## config.mk

```make
export PLATFORM = sky130hd
export DESIGN_NAME = pc_fetch_unit
export DESIGN_NICKNAME = d
export VERILOG_FILES = /design/src/rtl/pc_fetch_unit.sv
export SDC_FILE = /design/constraint.sdc
export NUM_CORES = 1
export LEC_CHECK = 0
export ABC_AREA = 1
export ABC_CLOCK_PERIOD_IN_PS = 3700
export CORE_UTILIZATION = 46
export CTS_CLUSTER_DIAMETER = 150
export DETAILED_ROUTE_END_ITERATION = 10
export PLACE_DENSITY = 0.81
export SYNTH_ARGS = -nofsm -noshare
export SYNTH_HDL_FRONTEND = slang
export SYNTH_SLANG_ARGS = --single-unit
```

## constraint.sdc

```tcl
create_clock -name clk -period 3.7 [get_ports clk]
set_input_delay 1.11 -clock clk [delete_from_list [all_inputs] [get_ports clk]]
set_output_delay 1.11 -clock clk [all_outputs]
set_load 0.05 [all_outputs]
```

## src/rtl/pc_fetch_unit.sv

```systemverilog
// Program counter and single-outstanding instruction fetch sequencer.
// Redirects from execute either retarget the PC directly or flush the request in flight.
module pc_fetch_unit #(
    parameter logic [31:0] RESET_PC = 32'h0000_0000
) (
    input  logic        clk,
    input  logic        rst_n,
    input  logic        redirect_valid,
    input  logic [1:0]  pc_src,
    input  logic        zero,
    input  logic [31:0] br_offset,
    input  logic [25:0] jump_index,
    input  logic [31:0] jr_target,
    output logic        imem_req,
    output logic [31:0] imem_addr,
    input  logic        imem_ready,
    input  logic        imem_rvalid,
    input  logic [31:0] imem_rdata,
    output logic        instr_valid,
    input  logic        instr_ready,
    output logic [31:0] instr,
    output logic [31:0] instr_pc,
    output logic        misalign_err
);

    typedef enum logic [1:0] {
        S_IDLE,
        S_FETCH,
        S_WAIT,
        S_VALID
    } state_t;

    state_t      state;
    logic [31:0] pc;
    logic [31:0] pend_pc;
    logic        flush;
    logic [31:0] pc4;
    logic [31:0] target;
    logic [31:0] target_aligned;

    // The resolving instruction is always the one last handed to decode.
    always_comb begin
        pc4    = instr_pc + 32'd4;
        target = pc4;
        case (pc_src)
            2'b00:   target = pc4;
            2'b01:   target = zero ? pc4 + {br_offset[29:0], 2'b00} : pc4;
            2'b10:   target = {pc4[31:28], jump_index, 2'b00};
            default: target = jr_target;
        endcase
        target_aligned = {target[31:2], 2'b00};
    end

    assign imem_req  = (state == S_FETCH);
    assign imem_addr = pc;

    always_ff @(posedge clk) begin
        if (!rst_n) begin
            state        <= S_IDLE;
            pc           <= RESET_PC;
            pend_pc      <= RESET_PC;
            flush        <= 1'b0;
            instr_valid  <= 1'b0;
            instr        <= 32'd0;
            instr_pc     <= 32'd0;
            misalign_err <= 1'b0;
        end else begin
            misalign_err <= redirect_valid && (target[1:0] != 2'b00);
            case (state)
                S_IDLE: begin
                    if (redirect_valid) begin
                        pc <= target_aligned;
                    end
                    state <= S_FETCH;
                end
                // The address must stay put until accepted, so a redirect is parked in pend_pc.
                S_FETCH: begin
                    if (redirect_valid) begin
                        pend_pc <= target_aligned;
                        flush   <= 1'b1;
                    end
                    if (imem_ready) begin
                        state <= S_WAIT;
                    end
                end
                S_WAIT: begin
                    if (imem_rvalid) begin
                        if (redirect_valid) begin
                            pc    <= target_aligned;
                            flush <= 1'b0;
                            state <= S_FETCH;
                        end else if (flush) begin
                            pc    <= pend_pc;
                            flush <= 1'b0;
                            state <= S_FETCH;
                        end else begin
                            instr       <= imem_rdata;
                            instr_pc    <= pc;
                            instr_valid <= 1'b1;
                            state       <= S_VALID;
                        end
                    end else if (redirect_valid) begin
                        pend_pc <= target_aligned;
                        flush   <= 1'b1;
                    end
                end
                S_VALID: begin
                    if (redirect_valid) begin
                        pc          <= target_aligned;
                        instr_valid <= 1'b0;
                        state       <= S_FETCH;
                    end else if (instr_ready) begin
                        pc          <= pc + 32'd4;
                        instr_valid <= 1'b0;
                        state       <= S_FETCH;
                    end
                end
                default: state <= S_IDLE;
            endcase
        end
    end

endmodule
```

==> metrics.cfg <==
[yosys]
synth_fp_nets=1946
synth_area_um2=10500
yosys.cell_types.count=51
muxShareOfSynthArea_pct=0
yosysWarnings=0
synth_fa_ha_area_share_pct=5.54
synth-xor-area-share_pct=2.31
synth_cells=1769
synth_simple_gate_area_share_pct=34.5
synth-seq-cells=133
syn_area_per_cell_um2=5.95
synth_top_family_by_area=simple AND/OR/NAND/NOR gates
synth_compound_area_share_pct=21.4
ys_seq_area_share_pct=25.3

[clock_network]
cts_buffer_depth=2
insertion_delay_ns=0.43
cts-hold-fix-buffers=0
cts_tree=yes
h-tree-depth=4
clkSlewWorstSetupHoldPaths_ns=0.07
cts.sinks=133
clockRootBuffer=clkbuf_16
numCtsBuffers=17

[placement]
dpl_cell_area_um2=13400
io_buffers=227
place_inst=2276
post-dp-hpwl_um=33000
gp_congestion=1.03
post-place-ws_ns=0.0113

[worst_setup_path]
crit_path_max_fanout=5
critPathSlowestCell=dfxtp_1
crit_type=register to register
worstPathCellList=nand2_1, nor2_1, inv_1, nor3_1, nand4_1, xor2_1, inv_1, ha_1, nand2_1, nor2_1, nand2_1, nor2_1, nand2_1, nand2_1, nand2_1, nand3_1, nand2_1, nand2_1, nand2_1, nand2_1, nand2_1, a21oi_1
worstSetupStartpointType=register
crit_buf_inv=2
crit_top_cell=nand2_1
cp_top_family=simple AND/OR/NAND/NOR gates
worst_setup_path_end_kind=register
slowest_delay_ns=0.51
worst_ep_required_time_ns=4.06
critPathArrivalTime_ns=3.83

[die]
core_um2=22100
pin_count=230
die_h_um=153
die_area_um2=23500
start_util_pct=47.6
std_cell_rows=54
die_x_um=153

[final_layout]
mostFrequentLayoutCells=426 x nand2_1, 226 x clkdlybuf4s50_1, 218 x inv_1, 218 x o21ai_0, 200 x nor2_1
finish.utilization_pct=63.9
fin_nets=2193
fin_cells=2309
fin_area_um2=14100
drive_gt1_share_pct=9.96
diodes=0
area_growth_pct=34.1
final_common_cell=nand2_1

[grt]
grt_pass1_vias=12063
globalRouteOverflowTotal=0
grt_max_degree=93
track_usage_pct=36.1
grt_antenna_before_repair=0
grt_pass1_wl_um=65900

[timing]
hold_slack_ns=0.454
tns_ns=0
max_freq_mhz=288
post-route-period-util_pct=93.8
fin_worst_skew_ns=0.0100
fin_crit_ns=3.47
worstMarginPinSlew_ns=0.810
worst_slack_ns=0.229
maxSlewViolCount=0
slew_headroom_pct=45.4
finalHoldViolCount=0
setup_viol=0

[power_and_ir_drop]
ir_drop_v=0.000431
netSwitchingFraction_pct=46.0
p_switching_mw=3.11
p_leak_nw=6.52
power_density_nw_per_um2=479
p_comb_share_pct=44.9
power.internal_mw=3.65
total_power_mw=6.76
p_clk_share_pct=24.9
sequentialPowerShare_pct=30.3

[drt]
routed_wl_um=42700
dr.pass1.iters=6
vias=12966
wl_per_cell_um=18.5
drc=0
ant_nets=0
viasPerCell=5.62
drt_iter0_markers=1482

[run_status]
outcome=finished clean

[job]
cap_violations=0

[hold_path]
min_path_type=register to register

-- logic make-up after synthesis --
family / Yosys count
and+or+nand+nor: 840
AOI/OAI and AO/OA: 427
buffers and inverters: 297
DFF: 133
adders and majority gates: 46
xor gates and xnor gates: 26
-- flip-flops by register name (all words and copies together) (netlist names) --
register / flops
misalign_err: 1
instr_valid: 1
flush: 1
imem_addr: 32
instr_pc: 32
instr: 32
pend_pc: 32
state: 2
-- worst paths after layout --
kind	startpoint	endpoint	slack [ns]	cells past startpoint
setup / recovery	instr_pc[21]	imem_addr[30]	0.23	22
hold / removal	pend_pc[0]	pend_pc[0]	0.45	2
setup reg to reg	instr_pc[21]	imem_addr[30]	0.23	22
hold reg to reg	pend_pc[0]	pend_pc[0]	0.45	2
-- cell type report --
type,count,area (µm²)
fillers,2066,7990
multi-input cells,1339,6810
flip-flops and latches,133,2670
well taps,280,350
inverters,226,848
repair buffers,299,2860
clock inverters,15,145
clock buffers,17,425
-- worst min-delay path: stages (launching register included) --
cell     delay (ns)
dfxtp_1        0.32
inv_1          0.05
nor3_1         0.04
-- layer usage --
layer / vias to the layer above / wire length (µm) / track usage (%)
met1: 5897 / 17200 / 45.2
met3: 121 / 4340 / 8.34
met4: 0 / 2390 / 19.4
li1: 6238 / - / -
met2: 710 / 18800 / 57.5
met5: - / 0 / 0
-- power by group through the flow --
stage | Combinational (mW) | Clock, mW | Sequential (mW)
floorplan | 1.28 | 0 | 2.56
global placement | 2.91 | 0 | 2.04
detailed placement | 2.95 | 0 | 2.05
CTS | 2.97 | 1.69 | 2.03
global route | 3.24 | 1.76 | 2.07
finish | 3.03 | 1.68 | 2.05
-- synth_stat cells (all sizes together) --
library cell | instances | share of area (%)
buf | 20 | 1.0
nand2 | 439 | 16
o31a | 1 | 0.083
or2 | 21 | 1.2
nor2 | 224 | 8.7
o21bai | 7 | 0.50
a31oi | 2 | 0.12
o221ai | 2 | 0.17
o211ai | 11 | 0.79
nand3 | 113 | 5.9
a21o | 3 | 0.21
xor2 | 22 | 1.9
nor3 | 15 | 0.92
nand3b | 3 | 0.21
o2111ai | 3 | 0.25
o211a | 2 | 0.19
nand4 | 13 | 0.77
ha | 45 | 5.4
clkbuf | 51 | 1.8
nor4 | 10 | 0.65
a21oi | 156 | 7.5
inv | 223 | 8.0
fa | 1 | 0.19
and2 | 1 | 0.060
a211oi | 3 | 0.21
dfxtp | 133 | 25
or3 | 1 | 0.060
o21a | 1 | 0.071
xnor2 | 4 | 0.40
o31ai | 1 | 0.071
o22ai | 2 | 0.12
o21ai | 233 | 11
clkinv | 3 | 0.11
-- repair_timing --
action	4_1_cts	5_1_grt
gates resized for setup	0	26
setup buffers	0	1
setup endpoints to repair	0	18
(Power assumes the default switching activity.)
